==> src/rtl/arm_controller_if.sv <==
// Instruction/flag inputs and decoded control outputs between arm_controller and the datapath.
// master = datapath side, slave = arm_controller.
interface arm_controller_if;
  logic [31:0] Instr;
  logic [3:0]  ALUFlags;
  logic [1:0]  RegSrc;
  logic        RegWrite;
  logic [1:0]  ImmSrc;
  logic        ALUSrc;
  logic [1:0]  ALUControl;
  logic        MemtoReg;
  logic        MemWrite;
  logic        PCSrc;
  logic [3:0]  Flags;

  modport master (
    output Instr, ALUFlags,
    input  RegSrc, RegWrite, ImmSrc, ALUSrc, ALUControl, MemtoReg, MemWrite, PCSrc, Flags
  );

  modport slave (
    input  Instr, ALUFlags,
    output RegSrc, RegWrite, ImmSrc, ALUSrc, ALUControl, MemtoReg, MemWrite, PCSrc, Flags
  );
endinterface

==> src/rtl/arm_controller.sv <==
// Single-cycle ARM control unit: instruction decode, NZCV flag register, condition gating.
// Optional ExecCount/SquashCount performance counters when ARM_CTRL_PERF_CNT_EN is defined.
module arm_controller #(
  parameter int unsigned CNT_W = 32
) (
  input  logic             clk,
  input  logic             reset,
  arm_controller_if.slave  bus
`ifdef ARM_CTRL_PERF_CNT_EN
  ,
  output logic [CNT_W-1:0] ExecCount,
  output logic [CNT_W-1:0] SquashCount
`endif
);

  logic [3:0] cond;
  logic [1:0] op;
  logic [5:0] funct;
  logic [3:0] rd;

  assign cond  = bus.Instr[31:28];
  assign op    = bus.Instr[27:26];
  assign funct = bus.Instr[25:20];
  assign rd    = bus.Instr[15:12];

  logic unused_instr;
  assign unused_instr = ^{bus.Instr[19:16], bus.Instr[11:0]};

  // Main decoder
  logic [1:0] regsrc, immsrc;
  logic       alusrc, memtoreg, regw_main, memw, branch, aluop;

  always_comb begin
    regsrc    = 2'b00;
    immsrc    = 2'b00;
    alusrc    = 1'b0;
    memtoreg  = 1'b0;
    regw_main = 1'b0;
    memw      = 1'b0;
    branch    = 1'b0;
    aluop     = 1'b0;
    case (op)
      2'b00: begin
        alusrc    = funct[5];
        regw_main = 1'b1;
        aluop     = 1'b1;
      end
      2'b01: begin
        immsrc = 2'b01;
        alusrc = 1'b1;
        if (funct[0]) begin
          memtoreg  = 1'b1;
          regw_main = 1'b1;
        end else begin
          regsrc = 2'b10;
          memw   = 1'b1;
        end
      end
      2'b10: begin
        regsrc = 2'b01;
        immsrc = 2'b10;
        alusrc = 1'b1;
        branch = 1'b1;
      end
      default: ;
    endcase
  end

  // ALU decoder; unsupported commands become a NOP by suppressing the register write
  logic [1:0] alucontrol, flagw;
  logic       cmd_ok, cmd_arith;

  always_comb begin
    alucontrol = 2'b00;
    cmd_ok     = 1'b1;
    cmd_arith  = 1'b0;
    flagw      = 2'b00;
    if (aluop) begin
      case (funct[4:1])
        4'b0100: begin alucontrol = 2'b00; cmd_arith = 1'b1; end
        4'b0010: begin alucontrol = 2'b01; cmd_arith = 1'b1; end
        4'b0000: alucontrol = 2'b10;
        4'b1100: alucontrol = 2'b11;
        default: cmd_ok = 1'b0;
      endcase
      flagw = {funct[0], funct[0] & cmd_arith};
    end
  end

  logic regw, pcs;
  assign regw = regw_main & cmd_ok;
  assign pcs  = branch | (regw & (rd == 4'hF));

  // Condition check against the registered flags
  logic [3:0] flags_q;
  logic       n, z, c, v, condex;
  assign {n, z, c, v} = flags_q;

  always_comb begin
    condex = 1'b0;
    case (cond)
      4'h0: condex = z;
      4'h1: condex = ~z;
      4'h2: condex = c;
      4'h3: condex = ~c;
      4'h4: condex = n;
      4'h5: condex = ~n;
      4'h6: condex = v;
      4'h7: condex = ~v;
      4'h8: condex = c & ~z;
      4'h9: condex = ~c | z;
      4'hA: condex = (n == v);
      4'hB: condex = (n != v);
      4'hC: condex = ~z & (n == v);
      4'hD: condex = z | (n != v);
      4'hE: condex = 1'b1;
      default: condex = 1'b0;
    endcase
  end

  always_ff @(posedge clk or posedge reset) begin
    if (reset) begin
      flags_q <= 4'b0000;
    end else begin
      if (flagw[1] & condex) flags_q[3:2] <= bus.ALUFlags[3:2];
      if (flagw[0] & condex) flags_q[1:0] <= bus.ALUFlags[1:0];
    end
  end

  assign bus.RegSrc     = regsrc;
  assign bus.ImmSrc     = immsrc;
  assign bus.ALUSrc     = alusrc;
  assign bus.ALUControl = alucontrol;
  assign bus.MemtoReg   = memtoreg;
  assign bus.RegWrite   = regw & condex;
  assign bus.MemWrite   = memw & condex;
  assign bus.PCSrc      = pcs & condex;
  assign bus.Flags      = flags_q;

`ifdef ARM_CTRL_PERF_CNT_EN
  // Undefined opcodes never execute, whatever their condition field says
  logic executed;
  assign executed = condex & (op != 2'b11);

  always_ff @(posedge clk or posedge reset) begin
    if (reset) begin
      ExecCount   <= '0;
      SquashCount <= '0;
    end else if (executed) begin
      ExecCount   <= ExecCount + 1'b1;
    end else begin
      SquashCount <= SquashCount + 1'b1;
    end
  end
`else
  logic [CNT_W-1:0] unused_cnt_w;
  assign unused_cnt_w = '0;
`endif

endmodule

==> src/flat_wrapper.sv <==
// flat-port wrapper written by rule: the top's interface ports become plain ports
module arm_controller_flat 
#(
  parameter int unsigned CNT_W = 32
)
  (clk, reset, bus_Instr, bus_ALUFlags, bus_RegSrc, bus_RegWrite, bus_ImmSrc, bus_ALUSrc, bus_ALUControl, bus_MemtoReg, bus_MemWrite, bus_PCSrc, bus_Flags);
  arm_controller_if bus_i ();
  input  logic clk;
  input  logic reset;
  input wire logic [$bits(bus_i.Instr)-1:0] bus_Instr;
  input wire logic [$bits(bus_i.ALUFlags)-1:0] bus_ALUFlags;
  output wire logic [$bits(bus_i.RegSrc)-1:0] bus_RegSrc;
  output wire logic [$bits(bus_i.RegWrite)-1:0] bus_RegWrite;
  output wire logic [$bits(bus_i.ImmSrc)-1:0] bus_ImmSrc;
  output wire logic [$bits(bus_i.ALUSrc)-1:0] bus_ALUSrc;
  output wire logic [$bits(bus_i.ALUControl)-1:0] bus_ALUControl;
  output wire logic [$bits(bus_i.MemtoReg)-1:0] bus_MemtoReg;
  output wire logic [$bits(bus_i.MemWrite)-1:0] bus_MemWrite;
  output wire logic [$bits(bus_i.PCSrc)-1:0] bus_PCSrc;
  output wire logic [$bits(bus_i.Flags)-1:0] bus_Flags;
  assign bus_i.Instr = bus_Instr;
  assign bus_i.ALUFlags = bus_ALUFlags;
  assign bus_RegSrc = bus_i.RegSrc;
  assign bus_RegWrite = bus_i.RegWrite;
  assign bus_ImmSrc = bus_i.ImmSrc;
  assign bus_ALUSrc = bus_i.ALUSrc;
  assign bus_ALUControl = bus_i.ALUControl;
  assign bus_MemtoReg = bus_i.MemtoReg;
  assign bus_MemWrite = bus_i.MemWrite;
  assign bus_PCSrc = bus_i.PCSrc;
  assign bus_Flags = bus_i.Flags;
  arm_controller #(.CNT_W(CNT_W)) u_core (.clk(clk), .reset(reset), .bus(bus_i));
endmodule
==> config.mk <==
export PLATFORM = sky130hd
export DESIGN_NAME = arm_controller_flat
export DESIGN_NICKNAME = d
export VERILOG_FILES = /design/src/rtl/arm_controller_if.sv /design/src/rtl/arm_controller.sv /design/src/flat_wrapper.sv
export SDC_FILE = /design/constraint.sdc
export NUM_CORES = 1
export LEC_CHECK = 0
export ABC_AREA = 0
export CAP_MARGIN = 15
export CORE_MARGIN = 3
export CORE_UTILIZATION = 28
export CTS_CLUSTER_SIZE = 8
export DETAILED_ROUTE_END_ITERATION = 7
export GPL_ROUTABILITY_DRIVEN = 1
export PLACE_DENSITY = 0.76
export SLEW_MARGIN = 40
export SYNTH_ARGS = -nofsm -noshare
export SYNTH_HDL_FRONTEND = slang
export SYNTH_SLANG_ARGS = --single-unit
==> constraint.sdc <==
create_clock -name clk -period 1.7 [get_ports clk]
set_clock_uncertainty 0.05 [all_clocks]
set_input_delay 0.34 -clock clk [delete_from_list [all_inputs] [get_ports clk]]
set_output_delay 0.34 -clock clk [all_outputs]
set_load 0.03 [all_outputs]
==> impl_metrics.csv, run 1 <==
group,metric,value,unit
status,status,"finished, violations left",
status,violations,"negative setup slack",
power,leakage,0.604,nW
detailed_routing,num_vias,793,
critical_path,cp.depth,6,
timing,max_freq,434,MHz
timing,whs,0.228,ns
finish,multi_input_area,572,sq um
clock_tree,cts_tree,"built",
yosys,syn_area_per_cell,8.46,sq um
clock_tree,insertion_delay,0.24,ns
clock_tree,clock_sinks,4,
critical_path,cpPeakStageDelay,0.46,ns
critical_path,cp.arrival,1.92,ns
grt,grt_pass1_vias,794,
yosys,yosysSeqAreaShare,16.7,%
yosys,syn_area,601,sq um
grt,gr-usage-all-layers,17.3,%
yosys,synthMuxAreaShare,7.50,%
detailed_routing,wl_met3,83,um
yosys,syn-num-nets,114,
die,core_area,0.00200,sq mm
clock_tree,cts_made_buffers,3,
critical_path,startpoint_type,"flip-flop",
yosys,async_reset_ff_share,100,%
critical_path,path_cells,"xnor2_4, and4_4, nor4_4, and3_4, o21ba_4, buf_6",
die,die_y,52.3,um
critical_path,cp_top_family,"simple AND/OR/NAND/NOR gates",
timing,period_minus_slack,2.31,ns
timing,finalSetupTns,-3.18,ns
grt,antenna_found_initial,0,
grt,grt_pass1_wl,3480,um
timing,final-setup-viol-count,7,
clock_tree,clock_path_buffers,2,
detailed_routing,drt_pre_antenna_iters,3,
power,p_total,0.832,mW
detailed_routing,postRouteAntennaNets,0,
job,drv_cap,0,
die,io_pins,53,
finish,largest_reg_flops,4,
power,clkPwrFrac,14.7,%
detailed_routing,viasPerCell,4.93,
power,sequentialPowerShare,21.4,%
detailed_routing,topRoutingLayerUsed,"met4",
timing,worst_slew_pin_slew,0.311,ns
hold_path,hold_class,"in -> async",
timing,fin_ws,-0.606,ns
critical_path,crit_type,"reg -> out",
yosys,synthXorXnorAreaFrac,7.08,%
yosys,yosysWarnings,0,
place,port_buffers,36,
clock_tree,cts_root_buffer,"clkbuf_4",
yosys,syn_inst,71,
critical_path,crit_required,1.31,ns
grt,grt_start_max_net_pins,11,
detailed_routing,met2_length,1240,um
yosys,ys.flop_type,"dfrtp_1",
critical_path,cpMaxStageDelayCell,"dfrtp_2",
timing,rsz0062_at_grt,"true",
critical_path,crit_path_max_fanout,4,
yosys,synthAdderAreaFrac,10.4,%
critical_path,rr_worst_depth,7,
yosys,synth_top_family_by_area,"simple AND/OR/NAND/NOR gates",
finish,final_net_count,179,
yosys,ys_types,35,
clock_tree,htreeDepth,1,
detailed_routing,wl_per_cell,14.2,um
die,core.rowCount,16,
critical_path,critPathCaptureType,"output pin",
power,combinationalPowerShare,63.9,%
power,ir_worst_vdd,0.000438,V
detailed_routing,wl_met1,877,um
detailed_routing,first_iter_violations,16,
critical_path,path_buf_inv,1,
place,place.gp.congestion,0.778,
power,switchingPower,0.342,mW
timing,final_max_slew_viol_count,0,
timing,final_hold_viol_count,0,
finish,area_growth,119,%
clock_tree,ctsHoldBuffers,0,
yosys,yosysTopAreaCellShare,16.7,%
die,die-area,0.00274,sq mm
power,sw_frac_of_total,41.1,%
yosys,synth_edf_count,0,
timing,fin_crit_sh,136,%
power,intPower,0.490,mW
detailed_routing,post-route-drc-count,0,
grt,grt_overflow_total,0,
yosys,synth-seq-cells,4,
yosys,synth_area_leaders,"dfrtp_1, ha_1, nor2b_1",
yosys,synth_compound_area_share,18.8,%
yosys,synth-simple-area-share,32.3,%
finish,seq_area,103,sq um
die,dieWidth,52.3,um
place,dp_hpwl,1640,um
power,power.density,632,mW/mm^2
detailed_routing,wirelength,2280,um
finish,n_antenna_cell,0,
yosys,yosysTopAreaCell,"dfrtp_1",
die,initial_core_util,30.0,%
clock_tree,clkTransAtPathRegs,0.04,ns
finish,fillers,165,
timing,max_slew_margin,79.3,%
finish,drive_above_1_share,54.5,%
==> cell families after synthesis <==
| logic type | count (synthesis) |
|---|---|
| and+or+nand+nor | 31 |
| AOI/OAI and AO/OA | 13 |
| DFF | 4 |
| muxes | 4 |
| xor gates and xnor gates | 4 |
| buffers and inverters | 10 |
| adders and majority gates | 5 |
==> timing repair <==
item                       4_1_cts  5_1_grt
buffers inserted                 4        1
pin swaps                        4        8
setup endpoints to repair       19       11
gates resized for setup         53       13
gates cloned                     1        0
==> power by group through the flow <==
stage | registers [mW] | logic [mW] | clock network [mW]
6_report | 0.178 | 0.532 | 0.122
3_5_place_dp | 0.177 | 0.474 | 0
3_3_place_gp | 0.176 | 0.465 | 0
4_1_cts | 0.176 | 0.500 | 0.123
5_1_grt | 0.182 | 0.561 | 0.133
2_1_floorplan | 0.221 | 0.214 | 0
==> final cells by class <==
cell class                 instances  area share [%]
timing repair buffer              63            42.5
inverter                           7            2.00
sequential                         4            7.79
clock buffer                       3            1.71
tap                               27            2.57
multi-input combinational         57            43.4
==> worst paths after layout <==
kind / start / slack [ns] / end
worst max-delay path: u_core.bus.Flags[3] / -0.61 / bus_PCSrc
worst min-delay path: reset / 0.23 / u_core.bus.Flags[2]
worst max register to register: u_core.bus.Flags[3] / -0.39 / u_core.bus.Flags[3]
worst min register to register: u_core.bus.Flags[1] / 0.56 / u_core.bus.Flags[1]
max in group asynchronous: reset / 1.20 / u_core.bus.Flags[0]
min in group clk: u_core.bus.Flags[1] / 0.56 / u_core.bus.Flags[1]
==> layer usage <==
layer	vias to the layer above	global-route usage, %
met3	8	3.13
met2	21	31.6
li1	381	-
met1	383	18.8
met4	0	8.09
met5	-	0
==> through the flow <==
stage	cells	instance area, sq um	util (%)	worst slack [ns]
6_report	161	1320	65.8	-0.606
5_1_grt	161	1320	65.8	-0.666
4_1_cts	160	1280	63.9	-0.601
3_5_place_dp	153	1150	57.6	-1.25
3_3_place_gp	153	1150	57.6	-1.21
2_1_floorplan	71	634	-	-0.256
==> layout by cell type (no fill, tap or decap), types with 2 or more instances in the layout <==
| cell | instances |
|---|---|
| nor2_2 | 3 |
| nor4_4 | 2 |
| dfrtp_1 | 2 |
| dfrtp_2 | 2 |
| nor2b_1 | 5 |
| clkdlybuf4s50_1 | 12 |
| inv_1 | 4 |
| buf_6 | 12 |
| clkbuf_2 | 2 |
| ha_1 | 3 |
| dlygate4sd2_1 | 9 |
| buf_4 | 26 |
| nor2_1 | 6 |
| nor2b_2 | 2 |
| a21oi_2 | 2 |
| mux2_4 | 4 |
| xnor2_1 | 2 |
| clkbuf_4 | 3 |
| nand4_1 | 2 |
| nand2_1 | 3 |
| clkdlybuf4s15_1 | 2 |
| inv_2 | 3 |
==> cell usage after synthesis (2+ instances only) <==
library cell and count:
xnor2_1 2, nand2_1 3, a21oi_1 3, nand4_1 2
ha_1 5, inv_1 7, nor2b_1 7, buf_2 2
mux2_1 2, dfrtp_1 4, mux2_2 2, nor2_1 9
==> worst reg2reg max path, stage by stage, from the launching register on <==
cell and delay (ns):
dfrtp_2 0.46, xnor2_4 0.27, a2111o_1 0.18, nand4_1 0.13
buf_4 0.17, a311oi_2 0.25, buf_4 0.17, mux2_4 0.29
Power figures use the tool's default switching activity.
==> inputs of run 2 (changes only) <==
--- a/config.mk
+++ b/config.mk
@@ -7,12 +7,11 @@
 export LEC_CHECK = 0
 export ABC_AREA = 0
 export CAP_MARGIN = 15
-export CORE_MARGIN = 3
 export CORE_UTILIZATION = 28
 export CTS_CLUSTER_SIZE = 8
 export DETAILED_ROUTE_END_ITERATION = 7
 export GPL_ROUTABILITY_DRIVEN = 1
-export PLACE_DENSITY = 0.76
+export PLACE_DENSITY = 0.74
 export SLEW_MARGIN = 40
 export SYNTH_ARGS = -nofsm -noshare
 export SYNTH_HDL_FRONTEND = slang
==> run 2 against run 1 <==
The flow still finishes with violations (negative setup slack). Sequential share of layout area is 0.55 points lower. Critical endpoint unchanged. Via count is 0.38% higher. Highest routed layer unchanged. Critical path depth stayed put. Combinational power is 11% higher.
==> impl_metrics.csv, run 2 (synthesis results as in run 1) <==
group,metric,value,unit
status,status,"finished, violations left",
status,violations,"negative setup slack",
timing,max_slew_margin,77.7,%
job,drv_cap,0,
critical_path,crit_path_max_fanout,4,
timing,final_hold_viol_count,0,
critical_path,crit_type,"reg -> out",
die,core_area,0.00198,sq mm
hold_path,hold_class,"in -> async",
power,ir_worst_vdd,0.000585,V
critical_path,timing.rr.start,"u_core.bus.Flags[0]",
power,intPower,0.533,mW
critical_path,r2r-end,"u_core.bus.Flags[2]",
detailed_routing,wirelength,2140,um
timing,whs,0.239,ns
timing,fin_crit_sh,133,%
power,p_total,0.882,mW
clock_tree,clkTransAtPathRegs,0.04,ns
detailed_routing,num_vias,796,
detailed_routing,drt_pre_antenna_iters,3,
clock_tree,htreeDepth,1,
power,sequentialPowerShare,19.1,%
die,io_pins,53,
timing,fin_ws,-0.556,ns
finish,n_antenna_cell,0,
detailed_routing,post-route-drc-count,0,
timing,rsz0062_at_grt,"true",
grt,grt_start_max_net_pins,11,
timing,final-setup-viol-count,8,
critical_path,r2r_setup_slack,-0.35,ns
finish,area_growth,136,%
detailed_routing,wl_per_cell,12.5,um
finish,layout_common_cells,"buf_4, buf_6, clkdlybuf4s50_1",
finish,utilization,71.5,%
power,combinationalPowerShare,67.1,%
clock_tree,cts_root_buffer,"clkbuf_4",
critical_path,critPathCaptureType,"output pin",
detailed_routing,postRouteAntennaNets,0,
grt,grt_pass1_wl,3230,um
die,initial_core_util,30.3,%
timing,final_max_slew_viol_count,0,
die,dieWidth,48.3,um
timing,worst_slew_pin_slew,0.334,ns
power,switchingPower,0.348,mW
detailed_routing,first_iter_violations,2,
place,port_buffers,36,
timing,period_minus_slack,2.26,ns
power,leakage,0.673,nW
die,core.rowCount,16,
clock_tree,clock_path_buffers,2,
power,clkPwrFrac,13.8,%
clock_tree,insertion_delay,0.24,ns
clock_tree,cts_tree,"built",
power,sw_frac_of_total,39.5,%
timing,max_freq,443,MHz
critical_path,cp.arrival,1.87,ns
place,place.gp.congestion,0.760,
power,power.density,622,mW/mm^2
detailed_routing,viasPerCell,4.65,
clock_tree,clock_sinks,4,
critical_path,crit_required,1.31,ns
place,dp_hpwl,1540,um
finish,final_common_cell,"buf_4",
die,die_y,48.3,um
finish,drive_above_1_share,54.9,%
critical_path,cpMaxStageDelayCell,"dfrtp_2",
grt,grt_pass1_vias,773,
finish,final_net_count,189,
critical_path,startpoint_type,"flip-flop",
clock_tree,cts_made_buffers,3,
grt,antenna_found_initial,0,
critical_path,rr_worst_depth,7,
critical_path,cpPeakStageDelay,0.45,ns
die,die-area,0.00233,sq mm
finish,largest_reg_flops,4,
grt,grt_overflow_total,0,
grt,gr-usage-all-layers,17.6,%
critical_path,path_cells,"xnor2_4, and4_4, nor4_4, and3_4, o21ba_4, buf_6",
[run 2: layer usage]
metal | track usage (%) | vias to the layer above | wire [um]
li1 | - | 399 | -
met1 | 19.7 | 372 | 818
met2 | 33.6 | 21 | 1220
met3 | 1.89 | 4 | 75
met4 | 7.35 | 0 | 24
met5 | 0 | - | 0
[run 2: layout make-up]
cell class	count	area [sq um]
clock buffer	3	22.5
fill	150	566
inverter	7	33.8
multi-input combinational	57	571
sequential	4	103
tap	27	33.8
timing repair buffer	73	653
[run 2: worst max-delay path by stage]
stage               slack, ns  depth (start not counted)                 from        end
finish                  -0.56                          6  u_core.bus.Flags[0]  bus_PCSrc
floorplan               -0.26                          5  u_core.bus.Flags[3]  bus_PCSrc
CTS                     -0.57                          6  u_core.bus.Flags[3]  bus_PCSrc
detailed placement      -1.21                          7        bus_Instr[28]  bus_PCSrc
global route            -0.61                          6  u_core.bus.Flags[0]  bus_PCSrc
global placement        -1.19                          7        bus_Instr[28]  bus_PCSrc
[run 2: power by group through the flow]
stage / clock network, mW / registers [mW] / logic, mW
floorplan: 0 / 0.221 / 0.214
global placement: 0 / 0.169 / 0.516
detailed placement: 0 / 0.171 / 0.525
CTS: 0.126 / 0.171 / 0.544
global route: 0.131 / 0.173 / 0.627
finish: 0.121 / 0.169 / 0.591
[run 2: through the flow]
stage / worst slack (ns) / instances / setup TNS, ns / instance area (sq um)
2_1_floorplan: -0.256 / 71 / -1.45 / 634
3_3_place_gp: -1.19 / 161 / -7.80 / 1210
3_5_place_dp: -1.21 / 161 / -8.11 / 1210
4_1_cts: -0.565 / 167 / -2.87 / 1330
5_1_grt: -0.613 / 171 / -3.55 / 1420
6_report: -0.556 / 171 / -2.99 / 1420
[run 2: critical path, delay by kind of cell, from the launching register on]
family / cells / cell delay (ns)
compound gates: 1 / 0.15
xor+xnor: 1 / 0.19
buf+inv: 1 / 0.13
flops: 1 / 0.45
simple gates: 3 / 0.71
[run 2: what timing repair did]
action	4_1_cts	5_1_grt
resized for setup	50	20
pin swaps	4	10
cloned	1	0
endpoints found under the setup margin	19	13
setup buffers	3	5
hold buffers	0	0
